$ cat config.mk
export PLATFORM = sky130hd
export DESIGN_NAME = mem_access_unit
export DESIGN_NICKNAME = d
export VERILOG_FILES = /design/src/rtl/mem_access_unit.sv
export SDC_FILE = /design/constraint.sdc
export NUM_CORES = 1
export LEC_CHECK = 0
export CAP_MARGIN = 20
export CORE_ASPECT_RATIO = 1.5
export CORE_UTILIZATION = 29
export DETAILED_ROUTE_END_ITERATION = 10
export HOLD_SLACK_MARGIN = 0.12
export PLACE_DENSITY_LB_ADDON = 0.3
export REMOVE_ABC_BUFFERS = 1
export SYNTH_ARGS = -nofsm -noshare
export SYNTH_HDL_FRONTEND = slang
export SYNTH_SLANG_ARGS = --single-unit
$ cat constraint.sdc
create_clock -name clk -period 5.3 [get_ports clk]
set_input_delay 1.59 -clock clk [delete_from_list [all_inputs] [get_ports clk]]
set_output_delay 1.59 -clock clk [all_outputs]
set_load 0.03 [all_outputs]
$ cat src/rtl/mem_access_unit.sv
// MEM-stage initiator for the 64-word data memory: byte/half/word loads and stores.
// Latency from acceptance: precheck error 1 cycle, load/word store 2, sub-word store 3.
// Backpressure: req_ready is high only in IDLE, and stall is high whenever a request is in flight.
//
// Ports:
//   clk, reset                      clock and asynchronous active-high reset
//   req_valid/req_ready             request handshake
//   req_we, req_size                store/load select and access size
//   req_unsigned, req_addr          zero-extend select and byte address
//   req_wdata                       right-justified store data
//   rsp_valid/rsp_rdata             one-cycle response pulse and extended load data
//   rsp_error/rsp_err_code          error flag and code (01 align/size, 10 range, 11 denied)
//   stall                           high while the unit is not idle
//   mem_we/mem_re/mem_addr/mem_wd   memory request, word-addressed
//   mem_rd/mem_access_valid         combinational read data and legality from the memory
//   load_count/store_count/fault_count  saturating perf counters
// Optional feature: define MAU_PERF_EN to build the perf counters; otherwise they read 0.
module mem_access_unit #(
   parameter int ADDR_W = 6
) (
   input  logic              clk,
   input  logic              reset,
   input  logic              req_valid,
   output logic              req_ready,
   input  logic              req_we,
   input  logic [1:0]        req_size,
   input  logic              req_unsigned,
   input  logic [31:0]       req_addr,
   input  logic [31:0]       req_wdata,
   output logic              rsp_valid,
   output logic [31:0]       rsp_rdata,
   output logic              rsp_error,
   output logic [1:0]        rsp_err_code,
   output logic              stall,
   output logic              mem_we,
   output logic              mem_re,
   output logic [ADDR_W-1:0] mem_addr,
   output logic [31:0]       mem_wd,
   input  logic [31:0]       mem_rd,
   input  logic              mem_access_valid,
   output logic [15:0]       load_count,
   output logic [15:0]       store_count,
   output logic [15:0]       fault_count
);

   typedef enum logic [1:0] {S_IDLE, S_ACCESS, S_WRITE, S_RESP} state_t;

   localparam logic [31:0] ADDR_LIMIT = 32'd1 << (ADDR_W + 2);

   state_t              r_state;
   logic                r_we;
   logic [1:0]          r_size;
   logic                r_unsigned;
   logic [1:0]          r_addr;      // only the lane offset is needed after acceptance
   logic [15:0]         r_wdata;     // sub-word store data; word stores use req_wdata directly
   logic                r_req_ready;
   logic                r_rsp_valid;
   logic [31:0]         r_rsp_rdata;
   logic                r_rsp_error;
   logic [1:0]          r_err_code;
   logic                r_mem_we;
   logic                r_mem_re;
   logic [ADDR_W-1:0]   r_mem_addr;
   logic [31:0]         r_mem_wd;

   logic [1:0]          w_pre_code;
   logic [7:0]          w_byte;
   logic [15:0]         w_half;
   logic [31:0]         w_load;
   logic [31:0]         w_merged;

   // Precheck on the incoming request, in priority order.
   always_comb begin
      w_pre_code = 2'b00;
      if (req_size == 2'b11)
         w_pre_code = 2'b01;
      else if ((req_size == 2'b01 && req_addr[0]) ||
               (req_size == 2'b10 && req_addr[1:0] != 2'b00))
         w_pre_code = 2'b01;
      else if (req_addr >= ADDR_LIMIT)
         w_pre_code = 2'b10;
   end

   // Lane select and extension of the word read during ACCESS (little-endian lanes).
   always_comb begin
      w_byte = mem_rd[{r_addr, 3'b000} +: 8];
      w_half = mem_rd[{r_addr[1], 4'b0000} +: 16];
      case (r_size)
         2'b00:   w_load = r_unsigned ? {24'd0, w_byte} : {{24{w_byte[7]}}, w_byte};
         2'b01:   w_load = r_unsigned ? {16'd0, w_half} : {{16{w_half[15]}}, w_half};
         default: w_load = mem_rd;
      endcase
   end

   // Read-modify-write merge: replace the addressed lane of the word being read.
   always_comb begin
      w_merged = mem_rd;
      if (r_size == 2'b00)
         w_merged[{r_addr, 3'b000} +: 8] = r_wdata[7:0];
      else
         w_merged[{r_addr[1], 4'b0000} +: 16] = r_wdata;
   end

   always_ff @(posedge clk or posedge reset) begin
      if (reset) begin
         r_state     <= S_IDLE;
         r_we        <= 1'b0;
         r_size      <= 2'b00;
         r_unsigned  <= 1'b0;
         r_addr      <= 2'b00;
         r_wdata     <= 16'd0;
         r_req_ready <= 1'b1;
         r_rsp_valid <= 1'b0;
         r_rsp_rdata <= 32'd0;
         r_rsp_error <= 1'b0;
         r_err_code  <= 2'b00;
         r_mem_we    <= 1'b0;
         r_mem_re    <= 1'b0;
         r_mem_addr  <= '0;
         r_mem_wd    <= 32'd0;
      end else begin
         // Response fields are only meaningful during RESP.
         r_rsp_valid <= 1'b0;
         r_rsp_rdata <= 32'd0;
         r_rsp_error <= 1'b0;
         r_err_code  <= 2'b00;
         case (r_state)
            S_IDLE: begin
               if (req_valid) begin
                  r_we        <= req_we;
                  r_size      <= req_size;
                  r_unsigned  <= req_unsigned;
                  r_addr      <= req_addr[1:0];
                  r_wdata     <= req_wdata[15:0];
                  r_req_ready <= 1'b0;
                  if (w_pre_code != 2'b00) begin
                     r_state     <= S_RESP;
                     r_rsp_valid <= 1'b1;
                     r_rsp_error <= 1'b1;
                     r_err_code  <= w_pre_code;
                  end else begin
                     r_state    <= S_ACCESS;
                     r_mem_addr <= req_addr[ADDR_W+1:2];
                     // Only a full-word store writes directly; everything else reads first.
                     if (req_we && req_size == 2'b10) begin
                        r_mem_we <= 1'b1;
                        r_mem_wd <= req_wdata;
                     end else begin
                        r_mem_re <= 1'b1;
                     end
                  end
               end
            end
            S_ACCESS: begin
               r_mem_we <= 1'b0;
               r_mem_re <= 1'b0;
               r_mem_wd <= 32'd0;
               if (mem_access_valid && r_we && r_size != 2'b10) begin
                  // Sub-word store: write back the merged word at the same address.
                  r_state  <= S_WRITE;
                  r_mem_we <= 1'b1;
                  r_mem_wd <= w_merged;
               end else begin
                  r_state     <= S_RESP;
                  r_mem_addr  <= '0;
                  r_rsp_valid <= 1'b1;
                  if (!mem_access_valid) begin
                     r_rsp_error <= 1'b1;
                     r_err_code  <= 2'b11;
                  end else if (!r_we) begin
                     r_rsp_rdata <= w_load;
                  end
               end
            end
            S_WRITE: begin
               r_mem_we    <= 1'b0;
               r_mem_wd    <= 32'd0;
               r_mem_addr  <= '0;
               r_state     <= S_RESP;
               r_rsp_valid <= 1'b1;
               if (!mem_access_valid) begin
                  r_rsp_error <= 1'b1;
                  r_err_code  <= 2'b11;
               end
            end
            S_RESP: begin
               r_state     <= S_IDLE;
               r_req_ready <= 1'b1;
            end
            default: begin
               r_state     <= S_IDLE;
               r_req_ready <= 1'b1;
            end
         endcase
      end
   end

   assign req_ready    = r_req_ready;
   assign rsp_valid    = r_rsp_valid;
   assign rsp_rdata    = r_rsp_rdata;
   assign rsp_error    = r_rsp_error;
   assign rsp_err_code = r_err_code;
   assign stall        = (r_state != S_IDLE);
   assign mem_we       = r_mem_we;
   assign mem_re       = r_mem_re;
   assign mem_addr     = r_mem_addr;
   assign mem_wd       = r_mem_wd;

`ifdef MAU_PERF_EN
   logic [15:0] r_load_count;
   logic [15:0] r_store_count;
   logic [15:0] r_fault_count;

   always_ff @(posedge clk or posedge reset) begin
      if (reset) begin
         r_load_count  <= 16'd0;
         r_store_count <= 16'd0;
         r_fault_count <= 16'd0;
      end else if (r_state == S_RESP) begin
         if (r_rsp_error) begin
            if (r_fault_count != 16'hFFFF) r_fault_count <= r_fault_count + 16'd1;
         end else if (r_we) begin
            if (r_store_count != 16'hFFFF) r_store_count <= r_store_count + 16'd1;
         end else begin
            if (r_load_count != 16'hFFFF) r_load_count <= r_load_count + 16'd1;
         end
      end
   end

   assign load_count  = r_load_count;
   assign store_count = r_store_count;
   assign fault_count = r_fault_count;
`else
   assign load_count  = 16'd0;
   assign store_count = 16'd0;
   assign fault_count = 16'd0;
`endif

endmodule

### Word level (Yosys, flattened, before mapping)

Index checks and enable logic that the tools add are counted.

| word-level totals | value |
|---|---|
| bits in registers | 101 |
| input port bits | 104 |
| output and inout port bits | 126 |
| word-level logic and storage cells | 105 |

| cells by class | value |
|---|---|
| add/subtract/negate cells | 2 |
| magnitude comparators | 1 |
| eq/ne operators | 13 |
| shift operators | 6 |
| muxes and demuxes | 49 |
| reductions and logical operators | 19 |

Operators with widths:

| operator | count |
|---|---|
| 2-to-1 mux 32 bit | 11 |
| case mux 32 bit (3 select lines) | 1 |
| bitwise mux 32 bit | 2 |
| case mux 32 bit (2 select lines) | 1 |
| >= comparator 32 x 9 -> 1 bit (second input constant) | 1 |
| variable shift 16 x 7 -> 32 bit (first input constant) | 1 |
| variable shift 8 x 7 -> 32 bit (first input constant) | 1 |
| indexed part select 16 x 7 -> 32 bit | 1 |
| indexed part select 32 x 6 -> 16 bit | 1 |
| indexed part select 32 x 6 -> 8 bit | 1 |
| indexed part select 8 x 7 -> 32 bit | 1 |
| 2-to-1 mux 2 bit | 9 |
| 2-to-1 mux 6 bit | 3 |
| case mux 6 bit (3 select lines) | 1 |
| 2-to-1 mux 1 bit | 14 |
| negation 5 -> 7 bit | 2 |
| != test 2 bit (second input constant) | 6 |
| AND reduction 4 bit | 3 |
| nonzero test 2 bit | 5 |
| case mux 1 bit (3 select lines) | 3 |
| == test 2 bit (second input constant) | 4 |
| case mux 2 bit (4 select lines) | 1 |
| == test 2 x 1 -> 1 bit (second input constant) | 3 |
| case mux 2 bit (3 select lines) | 1 |
| 6 further kinds | 13 |

### Logic depth before layout (Yosys ltp)

Gate-level depths: netlist of the first run.

| depth | value |
|---|---|
| depth in word-level cells | 9 |
| depth in mapped cells | 9 |
| gate-level depth less buffers | 6 |

### Least setup slack after synthesis of the first run

OpenSTA, ideal clock, no wires.

| timing path | value |
|---|---|
| path kind | input to register |
| start point | in req_addr[12] |
| end point | reg r_mem_re, in the netlist mem_re |
| setup time | 0.120 ns |
| arrival | 2.836 ns |
| path slack | 2.343 ns |
| stages on the path | 6 |
| cell sequence | nor4_1 -> and4_1 -> clkbuf_1 -> clkbuf_1 -> a41oi_1 -> a41o_1 |

| on the way | value |
|---|---|
| longest elaborated chain between the ends | 7 |

Ends and longest elaborated chain:

| item | line | RTL |
|---|---|---|
| start, declared | 28 | `input logic [31:0] req_addr,` |
| >= comparator 32 x 9 -> 1 bit | 80 | `else if (req_addr >= ADDR_LIMIT)` |
| 2-to-1 mux 2 bit | 80 |  |
| 2-to-1 mux 2 bit | 77 | `else if ((req_size == 2'b01 && req_addr[0]) \|\|` |
| 2-to-1 mux 2 bit | 75 | `if (req_size == 2'b11)` |
| nonzero test 2 bit | 136 | `if (w_pre_code != 2'b00) begin` |
| != test 2 bit (no source line) | n/a |  |
| AND reduction 4 bit (no source line) | n/a |  |
| end signal, assigned | 118 | `r_mem_re <= 1'b0;` |
| end signal, assigned | 149 | `r_mem_re <= 1'b1;` |
| end signal, assigned | 156 | `r_mem_re <= 1'b0;` |
| end, declared | 62 | `logic r_mem_re;` |

Every way passes these cells.
A chain may end at the register's enable or synchronous reset.

### Worst setup path in the final report of the first run

| timing path | value |
|---|---|
| start point | reg r_state[0] |
| end point | out stall |

| on the way | value |
|---|---|
| longest elaborated chain between the ends | 1 |

Ends and longest elaborated chain:

| item | line | RTL |
|---|---|---|
| start, declared | 50 | `state_t r_state;` |
| start signal, assigned | 106 | `r_state <= S_IDLE;` |
| start signal, assigned | 137 | `r_state <= S_RESP;` |
| start signal, assigned | 142 | `r_state <= S_ACCESS;` |
| nonzero test 2 bit | 203 | `assign stall = (r_state != S_IDLE);` |
| end, declared | 34 | `output logic stall,` |

Every way passes these cells.

==> flow_metrics.env, run 1 <==
export IMPL_worstMarginPinSlew_ps=1110
export IMPL_num_vias=5596
export IMPL_diodes=0
export IMPL_fmax_ghz=0.261
export IMPL_slew_violations=0
export IMPL_worstSetupPathType="flop to output pin"
export IMPL_synth_largest_area_cell="dfrtp_1"
export IMPL_skew_ps=8.01
export IMPL_die_area_mm2=0.0209
export IMPL_slew_limit_headroom_pct=25.8
export IMPL_grt_pass1_vias=5596
export IMPL_setup_viol=0
export IMPL_core_mm2=0.0199
export IMPL_cts_buffer_depth=2
export IMPL_hold_viol=0
export IMPL_yosysTopAreaCellShare_pct=42.5
export IMPL_maxCapViolCount=0
export IMPL_layout_common_cells="181 x clkdlybuf4s50_1, 100 x dfrtp_1, 48 x conb_1"
export IMPL_hold_slack_ps=527
export IMPL_leakage_nw=3.29
export IMPL_via_per_inst=5.41
export IMPL_synth_edf_count=0
export IMPL_die_h_um=177
export IMPL_wl_per_cell_um=20.6
export IMPL_post_cts_buffers=0
export IMPL_cts_resized=0
export IMPL_grt_pass1_wl_um=32200
export IMPL_wirelength_um=21300
export IMPL_required_ps=3710
export IMPL_final_area_mm2=0.00803
export IMPL_antenna_found_initial=0
export IMPL_drive_gt1_share_pct=9.03
export IMPL_ctsHoldBuffers=0
export IMPL_gr_total_overflow=0
export IMPL_drt_initial_drc_count=435
export IMPL_dp_hpwl_um=15400
export IMPL_antenna_left=0
export IMPL_cts_clk_slew_worst_paths_ps=70
export IMPL_boundaryPins=230
export IMPL_start_util_pct=29.7
export IMPL_grt_max_degree=57
export IMPL_grt_total_usage_pct=20.3
export IMPL_cts_root_buf="clkbuf_16"
export IMPL_io_buffers=181
export IMPL_firstDrtPassIters=5
export IMPL_fin_tns_setup_ps=0
export IMPL_synth_area_mm2=0.00589
export IMPL_ys_seq_area_share_pct=42.9
export IMPL_die_w_um=118
export IMPL_synthArstFlopShare_pct=100
export IMPL_powerDensity_mw_per_mm2=620
export IMPL_rsz0062_at_grt="false"
export IMPL_gp_congestion=0.817
export IMPL_nets=883
export IMPL_fin_crit_ps=3840
export IMPL_worst_path_max_fanout=20
export IMPL_run_status="complete, no violations"
export IMPL_htreeDepth=3
export IMPL_syn2layout_area_growth_pct=36.4
export IMPL_pre_cts_ws_ps=1360
export IMPL_cts_tree="yes"
export IMPL_avgSynthCellArea_um2=9.53
export IMPL_synthCells=618
export IMPL_mostFrequentLayoutCell="clkdlybuf4s50_1"
export IMPL_postPlaceCellArea_mm2=0.00772
export IMPL_synth_cell_type_count=52
export IMPL_period_share_pct=72.4
export IMPL_n_fill_cell=2000
export IMPL_clk_latency_ps=350
export IMPL_worst_slack_ps=1460
export IMPL_clock_sinks=101
export IMPL_cts_inserted_buffers=9
export IMPL_ys_warn_count=0
export IMPL_start_kind="flop"
export IMPL_drc=0
export IMPL_synthFlopType="dfrtp_1"
export IMPL_ir_drop_uv=301
export IMPL_crit_path_end_kind="output pin"
export IMPL_yosys_top_cells_area="dfrtp_1 42%, buf_4 6.2%, a311oi_1 5.8%"
export IMPL_fp_row_count=63
export IMPL_hp_class="flop to flop"
export IMPL_synth_seq_cells=101
export IMPL_arrival_ps=2250
-- state kept, by name, indices dropped and copies added (netlist names), 2 cells and up --
signal        flops
r_state           2
mem_addr          6
mem_wd           32
r_wdata          16
rsp_rdata        32
r_addr            2
rsp_err_code      2
r_size            2
-- through the flow --
stage | total power, mW | utilization, % | std cells
6_report | 4.98 | 40.4 | 1035
5_1_grt | 5.28 | 40.4 | 1035
4_1_cts | 4.99 | 40.4 | 1034
3_5_place_dp | 4.29 | 38.9 | 1018
3_3_place_gp | 4.25 | 38.9 | 1018
2_1_floorplan | 3.14 | - | 566
-- per-layer routing --
metal / vias to the layer above / GRT usage [%] / part of all wire [%]
li1: 2526 / - / -
met1: 2747 / 23.5 / 38
met2: 278 / 35.7 / 51
met3: 45 / 3.04 / 6.2
met4: 0 / 11.1 / 4.4
met5: - / 0 / 0
-- critical path, stage by stage (launching register included) --
cell             delay [ps]
dfrtp_1                 430
inv_1                   100
ha_1                    580
inv_1                   160
clkdlybuf4s50_1         640
-- Yosys cell counts (8+ instances only) --
library cell / n
dfrtp_1: 100
buf_4: 49
a311oi_1: 39
nand2_1: 37
clkbuf_1: 36
inv_1: 35
a31oi_1: 33
nor2_1: 33
mux2_2: 28
a21oi_1: 26
a32oi_1: 24
o21ai_0: 19
nand3_1: 18
nor3_1: 18
a32o_1: 14
buf_2: 11
ha_1: 9
nand2b_1: 9
o21a_1: 9
mux2i_1: 8
-- power by group --
part | switching, mW | total (mW) | internal (mW)
Sequential | 0.296 | 1.40 | 1.10
Clock | 0.308 | 0.690 | 0.383
Combinational | 1.78 | 2.90 | 1.12
-- final timing paths --
check	from	endpoint	slack, ps	depth (start not counted)
setup / recovery	r_state[0]	stall	1460	4
hold / removal	mem_we	mem_we	530	2
setup reg to reg	r_addr[1]	mem_wd[31]	2310	6
hold reg to reg	mem_we	mem_we	530	2
max in group asynchronous	reset	mem_wd[31]	2770	3
min in group asynchronous	reset	rsp_rdata[17]	1700	2
-- cell families after synthesis --
logic type | share of synthesized area, %
compound gates | 24.4
fa+ha+maj | 1.91
buf+inv | 12.1
flops | 42.9
mux | 7.09
other cells | 0.0636
simple gates | 11.5
-- layout make-up --
| class | instances | area [um^2] | area share (%) |
|---|---|---|---|
| clock buffer | 10 | 239 | 2.97 |
| timing repair buffer | 193 | 1900 | 23.6 |
| inverter | 36 | 138 | 1.71 |
| clock inverter | 6 | 71.3 | 0.888 |
| multi-input combinational | 429 | 2830 | 35.3 |
| sequential | 101 | 2530 | 31.5 |
| tap | 260 | 325 | 4.05 |
Power figures use the tool's default switching activity.
==> run 2: changes to the inputs <==
clock period = 3.8 ns   (was 5.3 ns; I/O delays follow)
==> flow_metrics.env, run 2 (synthesized netlist as in run 1, its figures left out) <==
export IMPL_run_status="complete, no violations"
export IMPL_start_util_pct=29.7
export IMPL_via_per_inst=5.34
export IMPL_period_share_pct=90.5
export IMPL_fin_crit_ps=3440
export IMPL_slowest_stage="clkdlybuf4s50_1"
export IMPL_io_buffers=181
export IMPL_num_vias=5581
export IMPL_layout_common_cells="181 x clkdlybuf4s50_1, 100 x dfrtp_1, 48 x conb_1"
export IMPL_cts_resized=0
export IMPL_gp_congestion=0.833
export IMPL_syn2layout_area_growth_pct=38.5
export IMPL_ctsHoldBuffers=0
export IMPL_worstMarginPinSlew_ps=783
export IMPL_worst_path_max_fanout=20
export IMPL_fin_tns_setup_ps=0
export IMPL_grt_pass1_vias=5569
export IMPL_grt_pass1_wl_um=32000
export IMPL_ir_drop_uv=331
export IMPL_fmax_ghz=0.291
export IMPL_grt_total_usage_pct=20.1
export IMPL_grt_max_degree=57
export IMPL_die_h_um=177
export IMPL_cts_tree="yes"
export IMPL_path_cells="inv_1 > ha_1 > inv_1 > clkdlybuf4s50_1"
export IMPL_post_cts_buffers=0
export IMPL_drt_initial_drc_count=436
export IMPL_die_w_um=118
export IMPL_hp_class="flop to flop"
export IMPL_firstDrtPassIters=5
export IMPL_cts_inserted_buffers=9
export IMPL_drive_gt1_share_pct=9.95
export IMPL_boundaryPins=230
export IMPL_cts_clk_slew_worst_paths_ps=70
export IMPL_fin_cells=1045
export IMPL_die_area_mm2=0.0209
export IMPL_arrival_ps=2300
export IMPL_drc=0
export IMPL_cts_root_buf="clkbuf_16"
export IMPL_antenna_left=0
export IMPL_powerDensity_mw_per_mm2=868
export IMPL_gr_total_overflow=0
export IMPL_leakage_nw=3.35
export IMPL_dp_cells=1028
export IMPL_crit_path_frequent_cell="inv_1"
export IMPL_maxCapViolCount=0
export IMPL_wirelength_um=21200
export IMPL_antenna_found_initial=1
export IMPL_cp_top_family="buffers and inverters"
export IMPL_core_mm2=0.0199
export IMPL_mostFrequentLayoutCell="clkdlybuf4s50_1"
export IMPL_slew_limit_headroom_pct=47.8
export IMPL_setup_viol=0
export IMPL_required_ps=2660
export IMPL_cts_buffer_depth=2
export IMPL_crit_path_end_kind="output pin"
export IMPL_clk_latency_ps=350
export IMPL_hold_viol=0
export IMPL_worstSetupPathType="flop to output pin"
export IMPL_fp_row_count=63
export IMPL_rsz0062_at_grt="false"
export IMPL_cp_num_buf_inv=3
export IMPL_clock_sinks=101
export IMPL_skew_ps=8.25
export IMPL_slew_violations=0
export IMPL_htreeDepth=3
export IMPL_max_stage_delay_ps=640
export IMPL_dp_hpwl_um=15500
export IMPL_wl_per_cell_um=20.3
export IMPL_nets=892
export IMPL_start_kind="flop"
run 2: cell count changes in the layout (fill, tap and decap cells not counted), sizes merged:
| cell | previous run | this run |
|---|---|---|
| diode | 0 | 1 |
| clkinvlp | 2 | 1 |
| buf | 12 | 21 |
| bufinv | 1 | 2 |
run 2: final cells by class:
class,count,area [um^2]
diodes,1,2.50
clock buffers,10,229
clock inverters,6,86.3
fillers,2007,11700
inverters,36,138
multi-input cells,429,2830
flip-flops and latches,101,2530
well taps,260,325
repair buffers,202,2020
run 2: worst reg2reg max path, cell delays in order (launching register included):
cell,delay (ps)
dfrtp_1,780
inv_1,220
ha_1,350
nand3b_1,160
o41ai_1,270
buf_4,230
a32oi_1,160
a31oi_1,210
run 2: path summary, 6_finish.rpt:
kind                       startpoint  slack, ps       endpoint  depth (start not counted)
max                        r_state[1]        360          stall                          4
min                         req_ready        530      req_ready                          2
max reg2reg                 r_addr[1]       1340      mem_wd[6]                          7
min reg2reg                 req_ready        530      req_ready                          2
max in group asynchronous       reset       1980   rsp_rdata[5]                          3
min in group asynchronous       reset       1130  rsp_rdata[20]                          2
run 2: report_power, final:
part           internal [mW]  total (mW)  switching, mW
registers               1.53        1.99          0.453
logic                   1.64        4.10           2.46
clock network          0.578       0.997          0.419
run 2: per-layer routing:
layer	up-vias	GRT usage, %	routed length (um)
met5	-	0	0
met4	0	13.1	1150
met3	52	2.58	1170
met2	268	34.7	10800
met1	2714	23.5	8030
li1	2547	-	-
run 2: stage by stage:
step                      power [mW]  instance area [um^2]  hold WS [ps]  worst slack (ps)  utilization (%)
final                           7.08                  8160           532               360             41.1
after global routing            7.50                  8160           546               258             41.1
after CTS                       7.10                  8160           533               335             41.1
after detailed placement        6.10                  7840           523               481             39.5
after global placement          6.05                  7840           516               526             39.5
after floorplan                 4.38                  5490           503              14.5                -
